### src/rtl/instr_encoder_loader_if.sv
// Handshake and instruction-memory bus for instr_encoder_loader.
//   Field side : in_valid/in_ready handshake carrying in_class, in_alu, in_rd, in_rs1,
//                in_rs2, in_imm and in_last.
//   Memory side: imem_we strobe with imem_addr (ADDR_W bits) and imem_wdata (32 bits).
// master = producer of fields / consumer of memory writes; slave = the loader.
interface instr_encoder_loader_if #(
  parameter int unsigned ADDR_W = 6
) ();
  logic              in_valid;
  logic              in_ready;
  logic [2:0]        in_class;
  logic [2:0]        in_alu;
  logic [4:0]        in_rd;
  logic [4:0]        in_rs1;
  logic [4:0]        in_rs2;
  logic [31:0]       in_imm;
  logic              in_last;
  logic              imem_we;
  logic [ADDR_W-1:0] imem_addr;
  logic [31:0]       imem_wdata;

  modport master (
    output in_valid, in_class, in_alu, in_rd, in_rs1, in_rs2, in_imm, in_last,
    input  in_ready, imem_we, imem_addr, imem_wdata
  );

  modport slave (
    input  in_valid, in_class, in_alu, in_rd, in_rs1, in_rs2, in_imm, in_last,
    output in_ready, imem_we, imem_addr, imem_wdata
  );
endinterface

### src/rtl/instr_encoder_loader.sv
// Program loader: takes symbolic instruction fields over a valid/ready handshake, encodes each
// into a 32-bit RV32I word and writes the words to consecutive imem addresses from 0.
// Ports:
//   clk, reset      clock (rising edge) and asynchronous active-high reset
//   start           pulse, begins a new load at word address 0
//   bus (slave)     field handshake in, imem write bus out (see instr_encoder_loader_if)
//   busy            accepting or writing
//   done            load finished (last instruction written or imem full)
//   err             sticky, an accepted instruction was illegal and dropped
//   count           words written since start
module instr_encoder_loader #(
  parameter int unsigned ADDR_W = 6
) (
  input  logic                  clk,
  input  logic                  reset,
  input  logic                  start,
  instr_encoder_loader_if.slave bus,
  output logic                  busy,
  output logic                  done,
  output logic                  err,
  output logic [ADDR_W:0]       count
);

  typedef enum logic [1:0] {StIdle, StAccept, StWrite, StDone} state_e;

  state_e            state_q, state_d;
  logic [ADDR_W-1:0] ptr_q, ptr_d;
  logic [ADDR_W:0]   count_q, count_d;
  logic [31:0]       wdata_q, wdata_d;
  logic              last_q, last_d;
  logic              err_q, err_d;
  logic              in_ready_q, in_ready_d;
  logic              we_q, we_d;
  logic              busy_q, busy_d;
  logic              done_q, done_d;

  // ---------------------------------------------------------------------------
  // Encoder
  // ---------------------------------------------------------------------------
  logic [31:0] imm;
  logic [2:0]  funct3;
  logic        alu_ok;
  logic        fits12, fits13, fits21;
  logic        legal;
  logic [31:0] enc_word;

  assign imm = bus.in_imm;

  // Range checks as "upper bits are pure sign extension".
  assign fits12 = (&imm[31:11]) | ~(|imm[31:11]);
  assign fits13 = (&imm[31:12]) | ~(|imm[31:12]);
  assign fits21 = (&imm[31:20]) | ~(|imm[31:20]);

  always_comb begin
    funct3 = 3'b000;
    alu_ok = 1'b1;
    case (bus.in_alu)
      3'b000:  funct3 = 3'b000;  // add
      3'b001:  funct3 = 3'b000;  // sub
      3'b010:  funct3 = 3'b111;  // and
      3'b011:  funct3 = 3'b110;  // or
      3'b101:  funct3 = 3'b010;  // slt
      default: alu_ok = 1'b0;
    endcase
  end

  always_comb begin
    enc_word = '0;
    legal    = 1'b0;
    case (bus.in_class)
      3'b000: begin  // R
        enc_word = {(bus.in_alu == 3'b001) ? 7'b0100000 : 7'b0000000, bus.in_rs2, bus.in_rs1,
                    funct3, bus.in_rd, 7'b0110011};
        legal    = alu_ok;
      end
      3'b001: begin  // I-ALU (no subi in RV32I)
        enc_word = {imm[11:0], bus.in_rs1, funct3, bus.in_rd, 7'b0010011};
        legal    = alu_ok && (bus.in_alu != 3'b001) && fits12;
      end
      3'b010: begin  // LW
        enc_word = {imm[11:0], bus.in_rs1, 3'b010, bus.in_rd, 7'b0000011};
        legal    = fits12;
      end
      3'b011: begin  // SW
        enc_word = {imm[11:5], bus.in_rs2, bus.in_rs1, 3'b010, imm[4:0], 7'b0100011};
        legal    = fits12;
      end
      3'b100: begin  // BEQ
        enc_word = {imm[12], imm[10:5], bus.in_rs2, bus.in_rs1, 3'b000, imm[4:1], imm[11],
                    7'b1100011};
        legal    = fits13 && !imm[0];
      end
      3'b101: begin  // JAL
        enc_word = {imm[20], imm[10:1], imm[11], imm[19:12], bus.in_rd, 7'b1101111};
        legal    = fits21 && !imm[0];
      end
      default: begin
        enc_word = '0;
        legal    = 1'b0;
      end
    endcase
  end

  // ---------------------------------------------------------------------------
  // Control
  // ---------------------------------------------------------------------------
  always_comb begin
    state_d = state_q;
    ptr_d   = ptr_q;
    count_d = count_q;
    wdata_d = wdata_q;
    last_d  = last_q;
    err_d   = err_q;

    unique case (state_q)
      StIdle, StDone: begin
        if (start) begin
          state_d = StAccept;
          ptr_d   = '0;
          count_d = '0;
          err_d   = 1'b0;
        end
      end
      StAccept: begin
        // A restart wins over a simultaneous handshake; those fields are discarded.
        if (start) begin
          ptr_d   = '0;
          count_d = '0;
          err_d   = 1'b0;
        end else if (bus.in_valid) begin
          if (legal) begin
            wdata_d = enc_word;
            last_d  = bus.in_last;
            state_d = StWrite;
          end else begin
            err_d = 1'b1;
            if (bus.in_last) state_d = StDone;
          end
        end
      end
      StWrite: begin
        ptr_d   = ptr_q + 1'b1;
        count_d = count_q + 1'b1;
        // Stop on the last slot instead of wrapping onto word 0.
        state_d = (last_q || (&ptr_q)) ? StDone : StAccept;
      end
    endcase

    in_ready_d = (state_d == StAccept);
    we_d       = (state_d == StWrite);
    busy_d     = (state_d == StAccept) || (state_d == StWrite);
    done_d     = (state_d == StDone);
  end

  always_ff @(posedge clk or posedge reset) begin
    if (reset) begin
      state_q    <= StIdle;
      ptr_q      <= '0;
      count_q    <= '0;
      wdata_q    <= '0;
      last_q     <= 1'b0;
      err_q      <= 1'b0;
      in_ready_q <= 1'b0;
      we_q       <= 1'b0;
      busy_q     <= 1'b0;
      done_q     <= 1'b0;
    end else begin
      state_q    <= state_d;
      ptr_q      <= ptr_d;
      count_q    <= count_d;
      wdata_q    <= wdata_d;
      last_q     <= last_d;
      err_q      <= err_d;
      in_ready_q <= in_ready_d;
      we_q       <= we_d;
      busy_q     <= busy_d;
      done_q     <= done_d;
    end
  end

  assign bus.in_ready   = in_ready_q;
  assign bus.imem_we    = we_q;
  assign bus.imem_addr  = ptr_q;
  assign bus.imem_wdata = wdata_q;
  assign busy           = busy_q;
  assign done           = done_q;
  assign err            = err_q;
  assign count          = count_q;

endmodule
### src/flat_wrapper.sv
// flat-port wrapper written by rule: the top's interface ports become plain ports
module instr_encoder_loader_flat 
#(
  parameter int unsigned ADDR_W = 6
)
  (clk, reset, start, busy, done, err, count, bus_in_valid, bus_in_class, bus_in_alu, bus_in_rd, bus_in_rs1, bus_in_rs2, bus_in_imm, bus_in_last, bus_in_ready, bus_imem_we, bus_imem_addr, bus_imem_wdata);
  instr_encoder_loader_if #(.ADDR_W(ADDR_W)) bus_i ();
  input  logic clk;
  input  logic reset;
  input  logic start;
  output logic busy;
  output logic done;
  output logic err;
  output logic [ADDR_W:0] count;
  input wire logic [$bits(bus_i.in_valid)-1:0] bus_in_valid;
  input wire logic [$bits(bus_i.in_class)-1:0] bus_in_class;
  input wire logic [$bits(bus_i.in_alu)-1:0] bus_in_alu;
  input wire logic [$bits(bus_i.in_rd)-1:0] bus_in_rd;
  input wire logic [$bits(bus_i.in_rs1)-1:0] bus_in_rs1;
  input wire logic [$bits(bus_i.in_rs2)-1:0] bus_in_rs2;
  input wire logic [$bits(bus_i.in_imm)-1:0] bus_in_imm;
  input wire logic [$bits(bus_i.in_last)-1:0] bus_in_last;
  output wire logic [$bits(bus_i.in_ready)-1:0] bus_in_ready;
  output wire logic [$bits(bus_i.imem_we)-1:0] bus_imem_we;
  output wire logic [$bits(bus_i.imem_addr)-1:0] bus_imem_addr;
  output wire logic [$bits(bus_i.imem_wdata)-1:0] bus_imem_wdata;
  assign bus_i.in_valid = bus_in_valid;
  assign bus_i.in_class = bus_in_class;
  assign bus_i.in_alu = bus_in_alu;
  assign bus_i.in_rd = bus_in_rd;
  assign bus_i.in_rs1 = bus_in_rs1;
  assign bus_i.in_rs2 = bus_in_rs2;
  assign bus_i.in_imm = bus_in_imm;
  assign bus_i.in_last = bus_in_last;
  assign bus_in_ready = bus_i.in_ready;
  assign bus_imem_we = bus_i.imem_we;
  assign bus_imem_addr = bus_i.imem_addr;
  assign bus_imem_wdata = bus_i.imem_wdata;
  instr_encoder_loader #(.ADDR_W(ADDR_W)) u_core (.clk(clk), .reset(reset), .start(start), .bus(bus_i), .busy(busy), .done(done), .err(err), .count(count));
endmodule
### config.mk
export PLATFORM = sky130hd
export DESIGN_NAME = instr_encoder_loader_flat
export DESIGN_NICKNAME = d
export VERILOG_FILES = /design/src/rtl/instr_encoder_loader_if.sv /design/src/rtl/instr_encoder_loader.sv /design/src/flat_wrapper.sv
export SDC_FILE = /design/constraint.sdc
export NUM_CORES = 1
export LEC_CHECK = 0
export CAP_MARGIN = 20
export CORE_ASPECT_RATIO = 0.75
export CORE_MARGIN = 3
export CORE_UTILIZATION = 45
export DETAILED_ROUTE_END_ITERATION = 16
export GPL_TIMING_DRIVEN = 0
export PLACE_DENSITY = 0.85
export SYNTH_ARGS = -nofsm -noshare
export SYNTH_HDL_FRONTEND = slang
export SYNTH_SLANG_ARGS = --single-unit
### constraint.sdc
create_clock -name clk -period 6.83 [get_ports clk]
set_input_delay 1.7075 -clock clk [delete_from_list [all_inputs] [get_ports clk]]
set_output_delay 1.7075 -clock clk [all_outputs]
set_load 0.05 [all_outputs]
==> results.cfg, run 1 <==
[timing]
hold_viol_final = 0
finalCritPeriodShare_pct = 59.99
slew_headroom_pct = 62.45
finalMaxSlewViolations = 0
setup_viol = 0
skew_ns = 0.005832
max_freq_ghz = 0.2441
fin_crit_ns = 4.097
setup_tns_ns = 0
rsz0062_at_grt = false
worstMarginPinSlew_ns = 0.5612

[min_path]
hp-start = u_core.count[6]
hp-class = reg2reg
min_to = u_core.count[6]
min_delay_path_depth = 1

[worst_setup_path]
startpoint = bus_in_imm[15]
crit_family = simple AND/OR/NAND/NOR gates
path_max_fanout = 10
crit_top_cell = a22oi_1
path_class = in2reg
cp_slowest_cell = or4_4
critPathMaxStageDelay_ns = 0.59
cp.required_ns = 7.08
r2r_cells = 10
rr_startpoint = u_core.state_q[1]
crit_path_end_kind = flip-flop
cp.arrival_ns = 4.35
critPathBufInv = 3
cp_num_cells = 10
crit_chain = clkdlybuf4s50_1 > or4_4 > o21ai_1 > a22oi_1 > nor4b_2 > a21oi_2 > buf_2 > a22oi_1 > ha_1 > inv_1
reg2reg_slack_ns = 4.21
timing.rr.end = u_core.busy
startpoint_type = input pin

[pwr]
p_leak_uw = 0.001867
powerDensity_nw_per_um2 = 330.7
netSwitchingFraction_pct = 45.03
p_clk_share_pct = 13.5
vdd_ir_drop_max_v = 0.0002121
p_comb_share_pct = 55.4
p_sw_uw = 631.4
seqPwrFrac_pct = 31.1
p_int_uw = 770.7

[synthesis]
async_flop_share_pct = 100.0
ys.flop_type = dfrtp_1
yosysWarnings = 0
synth_cells = 284
synth_area_sq_um = 2963
synth-seq-cells = 51
syn_nets = 349
synth-edff-count = 0
synth.distinct_cells = 50
seq_area_frac_synth_pct = 43.07
avgSynthCellArea_sq_um = 10.43

[global_routing]
grt_pass1_wl_um = 14080
grt_pass1_vias = 2834
gr-total-overflow = 0
grt_usage_pct = 22.85
antenna_found_initial = 0
grt_max_degree = 44

[detailed_routing]
drt-initial-drc-count = 145
wl_met2_um = 3789
via_per_inst = 5.828
wl_met3_um = 655
highest_layer = met4
wl_per_cell_um = 17.49
dr.pass1.iters = 4
wl_um = 8343
drt-met1-wl_um = 3781
drc = 0
vias = 2780
antenna_left = 0

[clocking]
cts_sinks = 51
tritoncts = done
htreeDepth = 2
clk_latency_ns = 0.30
post_cts_buffers = 0
hold_buffers = 0
clockBufferDepth = 2
cts_resized = 0
root_buffer = clkbuf_8
cts.clk_slew.worst_paths_ns = 0.10
numCtsBuffers = 5

[floorplanning]
dieArea_sq_um = 7604
die_x_um = 99.70
top_level_ports = 108
placementRows = 24
dieHeight_um = 76.27
initial_core_util_pct = 48.60
core_sq_um = 6096

[final_layout]
fillCellCount = 480
antenna_cells = 0
nets = 463
drive_gt1_share_pct = 11.28
area_growth_pct = 43.12
final_util_pct = 69.56

[place]
dpl.hpwl_um = 6499
io_buffers = 106
gp_congestion = 0.9372

[flow_run]
max-cap-violations = 0

[run_status]
outcome = finished clean
==> worst max-delay path by stage <==
stage | to | slack, ns
3_5_place_dp | u_core.busy | 2.42
3_3_place_gp | u_core.busy | 2.51
4_1_cts | u_core.busy | 2.74
6_report | u_core.busy | 2.73
2_1_floorplan | u_core.busy | 3.18
5_1_grt | u_core.busy | 2.54
==> stage by stage <==
stage          total power [uW]  hold slack [ns]  std cells  setup WS (ns)  area [sq um]
4_1_cts                    1409           0.4950        477          2.741          4240
6_report                   1402           0.4958        477          2.733          4240
5_1_grt                    1489           0.5134        477          2.542          4240
2_1_floorplan             951.8           0.4817        284          3.177          2963
3_5_place_dp               1215           0.4811        469          2.423          4141
3_3_place_gp               1198           0.4636        468          2.508          4121
==> synth_stat cells (4+ instances only) <==
library cell	count	share of area, %
a22oi_1	12	3.0
mux2_4	20	10
nor2b_1	7	1.5
a21oi_1	22	3.7
nand2b_1	6	1.3
a221oi_1	9	2.7
o211ai_1	4	1.0
a22o_1	11	3.3
ha_1	7	3.0
nand3_1	5	0.84
inv_1	8	1.0
nor2_1	14	1.8
clkbuf_1	12	1.5
o21ai_0	11	1.9
o2bb2ai_1	5	1.5
nor3_1	4	0.68
and3_1	6	1.3
nand2_1	16	2.0
dfrtp_1	51	43
nand4_1	9	1.9
==> logic make-up (layout without fill, tap and decap cells) <==
group | count (synthesis) | in the layout | synth area share [%]
AO/OA/AOI/OAI | 91 | 91 | 21.88
XOR/XNOR | 1 | 1 | 0.2957
adder cells (fa/ha/maj) | 7 | 7 | 2.956
buffers and inverters | 28 | 143 | 4.391
flip-flops | 51 | 51 | 43.07
multiplexers | 28 | 28 | 13.09
AND/OR/NAND/NOR | 78 | 78 | 14.32
==> state kept, by name, indices dropped and copies added, names as in the netlist <==
name and flops:
u_core.bus.imem_addr 6, u_core.bus.imem_wdata 30, u_core.bus.imem_we 1, u_core.bus.in_ready 1, u_core.busy 1, u_core.count 7, u_core.done 1, u_core.err 1
u_core.last_q 1, u_core.state_q 2
==> worst register-to-register path, cell delays in order, from the launching register on <==
cell	delay [ns]
dfrtp_1	0.42
inv_1	0.07
ha_1	0.23
nand2_1	0.08
nor2_1	0.40
nor4b_2	0.41
a21oi_2	0.14
buf_2	0.24
a22oi_1	0.25
ha_1	0.28
inv_1	0.05
==> power groups by stage <==
stage	clock network, uW	registers (uW)	logic, uW
2_1_floorplan	0	683	269
3_3_place_gp	0	439	758
3_5_place_dp	0	440	775
4_1_cts	194	437	779
5_1_grt	208	449	831
6_report	189	437	777
==> layout make-up <==
cell class / count / area [sq um] / share of cell area (%)
buffer: 19 / 96.34 / 2.272
inverter: 9 / 33.78 / 0.7967
clock inverter: 2 / 16.27 / 0.3836
multi-input combinational: 205 / 1556 / 36.71
sequential: 51 / 1276 / 30.10
tap: 78 / 97.59 / 2.302
timing repair buffer: 107 / 1081 / 25.49
clock buffer: 6 / 82.58 / 1.947
==> routing by layer <==
| metal | GRT usage [%] | vias to the layer above |
|---|---|---|
| met3 | 3.934 | 13 |
| li1 | - | 1305 |
| met1 | 32.79 | 1329 |
| met4 | 6.276 | 0 |
| met2 | 35.42 | 133 |
| met5 | 0 | - |
==> layout by cell type (no fill, tap or decap), drive strengths merged, types with 8 or more instances in the layout <==
master | Yosys | layout
nand2 | 16 | 16
nand4 | 9 | 9
clkbuf | 12 | 18
a22oi | 12 | 12
nor2 | 14 | 14
o21ai | 13 | 13
a21oi | 23 | 23
a221oi | 9 | 9
a22o | 11 | 11
clkdlybuf4s50 | 0 | 106
dfrtp | 51 | 51
inv | 9 | 9
mux2 | 26 | 26
buf | 7 | 8
(Power assumes the default switching activity.)
==> inputs of run 2 (changes only) <==
- clock period: 6.83 -> 3.8 ns (I/O delays scaled with it)
==> results of run 2 <==
The final DEF is identical to that of run 1. Status: finished clean.
Main changes from that run: setup slack after placement 2.423 ns -> 0.1506 ns; setup slack after layout 2.733 ns -> 0.4603 ns; register-to-register setup slack 4.21 ns -> 1.18 ns; total power 1402 uW -> 2520 uW; worst IR drop on VDD 0.0002121 V -> 0.0003812 V
==> inputs of run 3 (changes only) <==
- SETUP_SLACK_MARGIN: unset -> 0.02
==> results of run 3 <==
The final DEF is identical to that of run 1. Status: finished clean.
Main changes from that run: setup slack after placement 2.423 ns -> 0.1506 ns; setup slack after layout 2.733 ns -> 0.4603 ns; register-to-register setup slack 4.21 ns -> 1.18 ns; total power 1402 uW -> 2520 uW; worst IR drop on VDD 0.0002121 V -> 0.0003812 V
